**src/rtl/lcd_seq_pkg.sv**
```systemverilog
// lcd_seq_pkg
//   Shared types and constants for the HD44780 4-bit write sequencer.
//   Holds the FSM state enum, the default timing values (in clk cycles),
//   the clear/home detect constant and the init nibble table.
//   Optional macro: LCD_SEQ_INIT_EN adds the power-on init states.
package lcd_seq_pkg;

   localparam int unsigned CNT_W   = 20;
   localparam int unsigned CNT_MAX = 1 << CNT_W;

   localparam int unsigned DEF_CLK_HZ = 27_000_000;
   localparam int unsigned DEF_T_SU   = 2;
   localparam int unsigned DEF_T_EH   = 8;
   localparam int unsigned DEF_T_NIB  = 27;
   localparam int unsigned DEF_T_CMD  = 1080;
   localparam int unsigned DEF_T_CLR  = 44280;
   localparam int unsigned DEF_T_PWR  = 405000;
   localparam int unsigned DEF_T_INIT = 110700;

   // Clear display (0x01) and return home (0x02/0x03) share DB[7:2] == 0.
   localparam logic [5:0] CLR_HOME_HI = 6'b00_0000;

   typedef enum logic [2:0] {
      ST_IDLE = 3'd0,
      ST_SU   = 3'd1,
      ST_EH   = 3'd2,
      ST_GAP  = 3'd3,
      ST_WAIT = 3'd4
`ifdef LCD_SEQ_INIT_EN
      ,
      ST_PWR  = 3'd5,
      ST_INIT = 3'd6
`endif
   } lcd_state_e;

   function automatic logic is_clr_home(input logic rs, input logic [7:0] d);
      return !rs && (d[7:2] == CLR_HOME_HI);
   endfunction

`ifdef LCD_SEQ_INIT_EN
   localparam int unsigned INIT_NIBS = 4;

   // Init sequence is 0x3, 0x3, 0x3, 0x2.
   function automatic logic [3:0] init_nib(input logic [1:0] idx);
      return (idx == 2'(INIT_NIBS - 1)) ? 4'h2 : 4'h3;
   endfunction
`endif

endpackage

```
**src/rtl/lcd_seq_if.sv**
```systemverilog
// lcd_seq_if
//   Byte request handshake between a host and lcd_seq.
//   req   : byte transfer request (host -> sequencer)
//   rs_in : register select for the byte, 0 = command, 1 = data
//   data  : byte to send
//   ready : sequencer idle; a byte is taken when req && ready
interface lcd_seq_if;
   logic       req;
   logic       rs_in;
   logic [7:0] data;
   logic       ready;

   modport master (output req, output rs_in, output data, input ready);
   modport slave  (input req, input rs_in, input data, output ready);
endinterface

```
**src/rtl/lcd_nib_tx.sv**
```systemverilog
// lcd_nib_tx
//   Registered HD44780 pin driver for one nibble strobe. The sequencer
//   presents the nibble and RS when setup begins (load) and raises strobe
//   for the enable-high window; RS/DB only change on load, so they are held
//   across the enable fall until the next setup.
//   Ports: clk, rst (sync, active high), load, rs_nxt, nib_nxt, strobe,
//          lcd_e, lcd_rs, lcd_db.
module lcd_nib_tx (
   input  logic       clk,
   input  logic       rst,
   input  logic       load,
   input  logic       rs_nxt,
   input  logic [3:0] nib_nxt,
   input  logic       strobe,
   output logic       lcd_e,
   output logic       lcd_rs,
   output logic [3:0] lcd_db
);

   always_ff @(posedge clk) begin
      if (rst) begin
         lcd_e  <= 1'b0;
         lcd_rs <= 1'b0;
         lcd_db <= 4'h0;
      end else begin
         lcd_e <= strobe;
         if (load) begin
            lcd_rs <= rs_nxt;
            lcd_db <= nib_nxt;
         end
      end
   end

endmodule

```
**src/rtl/lcd_seq.sv**
```systemverilog
// lcd_seq
//   HD44780 4-bit write-only sequencer. Each accepted byte is sent as a high
//   then a low nibble (setup, enable high, gap), followed by a post-byte wait
//   that is longer for clear/home commands. One 20-bit down-counter times
//   every state; loading N-1 on entry gives exactly N cycles in the state.
//   Optional macro LCD_SEQ_INIT_EN: after reset wait T_PWR, then send init
//   nibbles 0x3, 0x3, 0x3, 0x2 (rs = 0), each followed by T_INIT.
//   Ports: clk, rst (sync, active high), host (lcd_seq_if.slave),
//          lcd_e, lcd_rw (tied 0), lcd_rs, lcd_db[3:0] (DB7..DB4).
//
//   state | meaning
//   IDLE  | ready, waiting for req
//   SU    | RS/DB setup, lcd_e low
//   EH    | lcd_e high
//   GAP   | between high and low nibble, lcd_e low
//   WAIT  | post-byte execution wait
//   PWR   | power-on wait (init build only)
//   INIT  | wait after an init nibble (init build only)
module lcd_seq
   import lcd_seq_pkg::*;
#(
   parameter int unsigned CLK_HZ = DEF_CLK_HZ,
   parameter int unsigned T_SU   = DEF_T_SU,
   parameter int unsigned T_EH   = DEF_T_EH,
   parameter int unsigned T_NIB  = DEF_T_NIB,
   parameter int unsigned T_CMD  = DEF_T_CMD,
   parameter int unsigned T_CLR  = DEF_T_CLR,
   parameter int unsigned T_PWR  = DEF_T_PWR,
   parameter int unsigned T_INIT = DEF_T_INIT
) (
   input  logic       clk,
   input  logic       rst,
   lcd_seq_if.slave   host,
   output logic       lcd_e,
   output logic       lcd_rw,
   output logic       lcd_rs,
   output logic [3:0] lcd_db
);

   if (CLK_HZ == 0) begin : g_bad_clk
      $error("lcd_seq: CLK_HZ must be nonzero");
   end
   if (T_SU == 0 || T_EH == 0 || T_NIB == 0 || T_CMD == 0 ||
       T_CLR == 0 || T_PWR == 0 || T_INIT == 0) begin : g_bad_zero
      $error("lcd_seq: timing parameters must be at least 1");
   end
   if (T_CMD > CNT_MAX || T_CLR > CNT_MAX || T_PWR > CNT_MAX ||
       T_INIT > CNT_MAX) begin : g_bad_range
      $error("lcd_seq: timing parameter exceeds counter range");
   end

   localparam logic [CNT_W-1:0] LD_SU  = CNT_W'(T_SU - 1);
   localparam logic [CNT_W-1:0] LD_EH  = CNT_W'(T_EH - 1);
   localparam logic [CNT_W-1:0] LD_NIB = CNT_W'(T_NIB - 1);
   localparam logic [CNT_W-1:0] LD_CMD = CNT_W'(T_CMD - 1);
   localparam logic [CNT_W-1:0] LD_CLR = CNT_W'(T_CLR - 1);
`ifdef LCD_SEQ_INIT_EN
   localparam logic [CNT_W-1:0] LD_PWR  = CNT_W'(T_PWR - 1);
   localparam logic [CNT_W-1:0] LD_INIT = CNT_W'(T_INIT - 1);
   localparam lcd_state_e       ST_RST  = ST_PWR;
   localparam logic [CNT_W-1:0] CNT_RST = LD_PWR;
`else
   localparam lcd_state_e       ST_RST  = ST_IDLE;
   localparam logic [CNT_W-1:0] CNT_RST = '0;
`endif

   lcd_state_e       state, state_nxt;
   logic [CNT_W-1:0] cnt, cnt_val;
   logic             cnt_ld, cnt_tc;
   logic             rs_q, lo_q;
   logic [7:0]       dat_q;
   logic             accept, lo_set;
   logic             nib_load, nib_rs, strobe;
   logic [3:0]       nib_val;
`ifdef LCD_SEQ_INIT_EN
   logic             init_q;
   logic [1:0]       init_idx;
   logic             init_step, init_done;
`endif

   assign cnt_tc     = (cnt == '0);
   assign host.ready = (state == ST_IDLE);
   assign lcd_rw     = 1'b0;
   // lcd_e is registered from the next state so it is high exactly in EH.
   assign strobe     = (state_nxt == ST_EH);

   always_ff @(posedge clk) begin
      if (rst) begin
         state <= ST_RST;
         cnt   <= CNT_RST;
         rs_q  <= 1'b0;
         dat_q <= 8'h00;
         lo_q  <= 1'b0;
`ifdef LCD_SEQ_INIT_EN
         init_q   <= 1'b1;
         init_idx <= 2'd0;
`endif
      end else begin
         state <= state_nxt;
         if (cnt_ld) begin
            cnt <= cnt_val;
         end else if (!cnt_tc) begin
            cnt <= cnt - 1'b1;
         end
         if (accept) begin
            rs_q  <= host.rs_in;
            dat_q <= host.data;
            lo_q  <= 1'b0;
         end else if (lo_set) begin
            lo_q <= 1'b1;
         end
`ifdef LCD_SEQ_INIT_EN
         if (init_step) init_idx <= init_idx + 2'd1;
         if (init_done) init_q <= 1'b0;
`endif
      end
   end

   always_comb begin
      state_nxt = state;
      cnt_ld    = 1'b0;
      cnt_val   = '0;
      accept    = 1'b0;
      lo_set    = 1'b0;
      nib_load  = 1'b0;
      nib_rs    = rs_q;
      nib_val   = dat_q[3:0];
`ifdef LCD_SEQ_INIT_EN
      init_step = 1'b0;
      init_done = 1'b0;
`endif
      unique case (state)
         ST_IDLE: begin
            if (host.req) begin
               accept    = 1'b1;
               nib_load  = 1'b1;
               nib_rs    = host.rs_in;
               nib_val   = host.data[7:4];
               state_nxt = ST_SU;
               cnt_ld    = 1'b1;
               cnt_val   = LD_SU;
            end
         end
         ST_SU: begin
            if (cnt_tc) begin
               state_nxt = ST_EH;
               cnt_ld    = 1'b1;
               cnt_val   = LD_EH;
            end
         end
         ST_EH: begin
            if (cnt_tc) begin
               cnt_ld = 1'b1;
`ifdef LCD_SEQ_INIT_EN
               if (init_q) begin
                  state_nxt = ST_INIT;
                  cnt_val   = LD_INIT;
               end else
`endif
               if (!lo_q) begin
                  state_nxt = ST_GAP;
                  cnt_val   = LD_NIB;
               end else begin
                  state_nxt = ST_WAIT;
                  cnt_val   = is_clr_home(rs_q, dat_q) ? LD_CLR : LD_CMD;
               end
            end
         end
         ST_GAP: begin
            if (cnt_tc) begin
               lo_set    = 1'b1;
               nib_load  = 1'b1;
               state_nxt = ST_SU;
               cnt_ld    = 1'b1;
               cnt_val   = LD_SU;
            end
         end
         ST_WAIT: begin
            if (cnt_tc) state_nxt = ST_IDLE;
         end
`ifdef LCD_SEQ_INIT_EN
         ST_PWR: begin
            if (cnt_tc) begin
               nib_load  = 1'b1;
               nib_rs    = 1'b0;
               nib_val   = init_nib(2'd0);
               state_nxt = ST_SU;
               cnt_ld    = 1'b1;
               cnt_val   = LD_SU;
            end
         end
         ST_INIT: begin
            if (cnt_tc) begin
               if (init_idx == 2'(INIT_NIBS - 1)) begin
                  init_done = 1'b1;
                  state_nxt = ST_IDLE;
               end else begin
                  init_step = 1'b1;
                  nib_load  = 1'b1;
                  nib_rs    = 1'b0;
                  nib_val   = init_nib(init_idx + 2'd1);
                  state_nxt = ST_SU;
                  cnt_ld    = 1'b1;
                  cnt_val   = LD_SU;
               end
            end
         end
`endif
         default: state_nxt = ST_IDLE;
      endcase
   end

   lcd_nib_tx u_nib_tx (
      .clk     (clk),
      .rst     (rst),
      .load    (nib_load),
      .rs_nxt  (nib_rs),
      .nib_nxt (nib_val),
      .strobe  (strobe),
      .lcd_e   (lcd_e),
      .lcd_rs  (lcd_rs),
      .lcd_db  (lcd_db)
   );

endmodule

```
**src/flat_wrapper.sv**
```systemverilog
// flat-port wrapper written by rule: the top's interface ports become plain ports
module lcd_seq_flat import lcd_seq_pkg::*;
#(
   parameter int unsigned CLK_HZ = DEF_CLK_HZ,
   parameter int unsigned T_SU   = DEF_T_SU,
   parameter int unsigned T_EH   = DEF_T_EH,
   parameter int unsigned T_NIB  = DEF_T_NIB,
   parameter int unsigned T_CMD  = DEF_T_CMD,
   parameter int unsigned T_CLR  = DEF_T_CLR,
   parameter int unsigned T_PWR  = DEF_T_PWR,
   parameter int unsigned T_INIT = DEF_T_INIT
)
  (clk, rst, lcd_e, lcd_rw, lcd_rs, lcd_db, host_req, host_rs_in, host_data, host_ready);
  lcd_seq_if host_i ();
  input  logic clk;
  input  logic rst;
  output logic lcd_e;
  output logic lcd_rw;
  output logic lcd_rs;
  output logic [3:0] lcd_db;
  input wire logic [$bits(host_i.req)-1:0] host_req;
  input wire logic [$bits(host_i.rs_in)-1:0] host_rs_in;
  input wire logic [$bits(host_i.data)-1:0] host_data;
  output wire logic [$bits(host_i.ready)-1:0] host_ready;
  assign host_i.req = host_req;
  assign host_i.rs_in = host_rs_in;
  assign host_i.data = host_data;
  assign host_ready = host_i.ready;
  lcd_seq #(.CLK_HZ(CLK_HZ), .T_SU(T_SU), .T_EH(T_EH), .T_NIB(T_NIB), .T_CMD(T_CMD), .T_CLR(T_CLR), .T_PWR(T_PWR), .T_INIT(T_INIT)) u_core (.clk(clk), .rst(rst), .host(host_i), .lcd_e(lcd_e), .lcd_rw(lcd_rw), .lcd_rs(lcd_rs), .lcd_db(lcd_db));
endmodule
```
**config.mk**
```make
export PLATFORM = sky130hd
export DESIGN_NAME = lcd_seq_flat
export DESIGN_NICKNAME = d
export VERILOG_FILES = /design/src/rtl/lcd_seq_pkg.sv /design/src/rtl/lcd_seq_if.sv /design/src/rtl/lcd_nib_tx.sv /design/src/rtl/lcd_seq.sv /design/src/flat_wrapper.sv
export SDC_FILE = /design/constraint.sdc
export NUM_CORES = 1
export LEC_CHECK = 0
export ABC_AREA = 1
export BUFFER_PORTS_ARGS = -buffer_cell sky130_fd_sc_hd__clkbuf_2
export CELL_PAD_IN_SITES_DETAIL_PLACEMENT = 1
export CELL_PAD_IN_SITES_GLOBAL_PLACEMENT = 1
export CORE_MARGIN = 2
export CORE_UTILIZATION = 43
export DETAILED_ROUTE_END_ITERATION = 7
export GPL_ROUTABILITY_DRIVEN = 0
export PLACE_DENSITY = 0.84
export SLEW_MARGIN = 25
export SYNTH_ARGS = -nofsm -noshare
export SYNTH_HDL_FRONTEND = slang
export SYNTH_SLANG_ARGS = --single-unit
```
**constraint.sdc**
```tcl
create_clock -name clk -period 2.2 [get_ports clk]
set_input_delay 0.22 -clock clk [delete_from_list [all_inputs] [get_ports clk]]
set_output_delay 0.22 -clock clk [all_outputs]
set_load 0.01 [all_outputs]
```
==> summary.md <==
| Metric | Value |
|---|---|
| Antenna Nets Post-Route | 0 |
| Capturing point of the worst reg2reg path | u_core.cnt[1]$_SDFFE_PP0P_ |
| Register area share after synthesis | around 37% |
| Final WL | ~5.3 mm |
| Pin count of the biggest net entering global routing | 18 |
| Setup crit start | u_core.cnt[0]$_SDFFE_PP0P_ |
| CTS tree | done |
| Commonest non-fill, non-tap cell in the layout | nand2_1 |
| CP Data Required Time | 2.37 ns |
| Yosys reg bits | 39 |
| Worst setup margin | 0.3758 ns |
| Mapped Cells | between 200 and 300 |
| Crit path kind | reg -> reg |
| Diodes inserted | 0 |
| Max FO, Critical Path | 10 |
| IO Pins | 20 |
| Post-CTS Repair Setup Buffers | 0 |
| PD cells | 1840 mW/mm2 |
| Min Clock Period, post-route | between 1.5 and 2 ns |
| Clock Latency Late Sink | about 0.29 ns |
| Tcrit/Tclk final | 82.92% |
| Worst Setup End Kind | register |
| Root Buffer | clkbuf_8 |
| HP Class | in -> reg |
| Die W | about 74 um |
| Area grow syn2layout | 11.39% |
| Die Y | 74.40 um |
| Setup violators final | 0 |
| Worst Path Arrival | 2.00 ns |
| Unique cell type count in the Yosys netlist | 35 |
| Crit path to | u_core.cnt[1]$_SDFFE_PP0P_ |
| Finished Cell Area | 0.002374 mm2 |
| Synthesized area | 0.002131 mm2 |
| Detailed Route Iter0 Violations | 66 |
| Share of cells above drive strength 1 | 20.26% |
| Total negative slack | 0 ns |
| Status | complete, no violations |
| First-pass GRT wire length | 9.066 mm |
| Post-CTS Hold Fix Bufs | 0 |
| DRC viols | 0 |
| Worst setup SP type | register |
| R2R setup slack | 0.38 ns |
| Starting density of the core | between 40% and 50% |
| Routed len/inst | 13.96 um |
| Syn_nets | 300 |
| Port-buffer cells | 18 |
| Vias per inst | ~5.0 |
| Most frequent cells in the layout | nand2_1, dfxtp_1, nor2_1 |
| Final #Nets | 323 |
| Worst reg2reg path depth | 9 |
| Via count | 1,883 |
| Max cap viols | 0 |
| Initial antenna violation count | 0 |
| Number of cell rows | 25 |
| Clock slew at reported path FFs | 0.08 ns |
| Number of buffers created by CTS | 5 |
| Slew Limit Fails | 0 |
| Die area | between 0.005 and 0.006 mm2 |
| Total gr overflow | 0 |
| CTS max path bufs | 2 |
| Clk_skew | 0.004037 ns |
| DP Worst Slack | 0.3708 ns |
| Pre-antenna DRT Iters | 4 |
| H-tree depth | 2 |
| Static leakage | 1.065 nW |
| Worst R2R Start | u_core.cnt[0]$_SDFFE_PP0P_ |
| RSZ-0062 raised after global routing | false |
| Peak VDD IR | 0.0008020 V |
| Syn_area_per_cell | ~7.4 um2 |
| Clk sinks | 39 |
| Resized Gates After CTS | 0 |
| Ys Warns | 0 |
| Post-DP Area | 0.002290 mm2 |
| Vias in the first global route | a little under 2,000 |
| Post-DP HPWL | 4.207 mm |
| Final hold viol count | 0 |
| Fmax | between 500 and 600 MHz |
| Core Region | about 0.0048 mm2 |
| Gr usage total | 21.56% |
| Fill cells | 632 |
[how the worst min path moves through the flow]
stage	start	end	slack [ns]	depth (start not counted)
after floorplan	host_data[0]	u_core.dat_q[0]$_SDFFE_PP0P_	0.36	2
after global placement	host_data[0]	u_core.dat_q[0]$_SDFFE_PP0P_	0.45	3
after detailed placement	u_core.dat_q[0]$_SDFFE_PP0P_	u_core.dat_q[0]$_SDFFE_PP0P_	0.46	2
after CTS	host_data[1]	u_core.dat_q[1]$_SDFFE_PP0P_	0.15	3
after global routing	host_data[1]	u_core.dat_q[1]$_SDFFE_PP0P_	0.16	3
final	host_data[1]	u_core.dat_q[1]$_SDFFE_PP0P_	0.15	3
[metrics by stage]
stage          cells  utilization, %  power [mW]  hold WS, ns
2_1_floorplan    287               -       3.355       0.3630
3_3_place_gp     370           48.16       3.811       0.4506
3_5_place_dp     370           48.16       3.918       0.4584
4_1_cts          378           49.92       4.416       0.1452
5_1_grt          378           49.92       4.775       0.1608
6_report         378           49.92       4.368       0.1496
[synthesized netlist by cell type, drive strengths merged]
| cell type | instances | area [um2] |
|---|---|---|
| o21ai | 14 | 73.82 |
| o21bai | 2 | 15.01 |
| clkbuf | 2 | 7.510 |
| or2 | 1 | 6.260 |
| nor2 | 48 | 266.5 |
| nand2 | 63 | 286.5 |
| dfxtp | 39 | 780.8 |
| clkinv | 1 | 3.750 |
| nand3 | 28 | 190.2 |
| xnor2 | 5 | 43.79 |
| xor2 | 4 | 35.03 |
| a31oi | 2 | 12.51 |
| inv | 35 | 131.4 |
| conb | 1 | 3.750 |
| a21oi | 21 | 112.6 |
| nor3 | 7 | 40.04 |
| and2 | 1 | 6.260 |
| o21a | 1 | 7.510 |
| nand4 | 6 | 52.55 |
| ha | 1 | 12.51 |
| buf | 3 | 30.03 |
| o22ai | 2 | 12.51 |
[layer usage]
layer | part of all wire [%] | track usage, % | up-vias
met1 | 45 | 26.63 | 880
met5 | 0 | 0 | -
met3 | 2.9 | 3.794 | 8
met4 | 1.3 | 6.746 | 0
met2 | 51 | 38.05 | 26
li1 | - | - | 969
[sequential cells by signal (all words and copies together) (netlist names)]
signal	count
u_core.rs_q	1
u_core.cnt	20
u_core.u_nib_tx.lcd_rs	1
u_core.lo_q	1
u_core.u_nib_tx.lcd_e	1
u_core.dat_q	8
u_core.u_nib_tx.lcd_db	4
u_core.state	3
[area by class of cell]
cell class	instances	area [um2]	area share (%)
clock buffers	5	68.82	2.899
repair buffers	21	112.6	4.744
flip-flops and latches	39	780.7	32.89
multi-input cells	207	1177	49.60
well taps	67	83.83	3.532
clock inverters	3	15.01	0.6326
inverters	36	135.1	5.693
[cell families (layout without fill, tap and decap cells)]
logic type      after synthesis  in the layout  synth area share, %
compound gates               42             42                10.98
other cells                   1              1               0.1760
flops                        39             39                36.64
xor+xnor                      9              9                3.699
fa+ha+maj                     1              1               0.5871
simple gates                154            154                39.81
buf+inv                      41             65                8.104
[power by group]
part	leakage (nW)	internal, mW	switching, mW
Clock	0.0477	0.217	0.259
Combinational	0.698	0.948	1.80
Sequential	0.319	0.937	0.212
[worst max-delay path: stages, from the launching register on]
cell     delay, ns
dfxtp_1       0.34
inv_1         0.09
ha_1          0.26
nand2_4       0.12
nor2_8        0.18
nand2_4       0.09
nor2_8        0.19
nand3_4       0.18
o21ai_1       0.17
a21oi_1       0.08
Power figures use the tool's default switching activity.
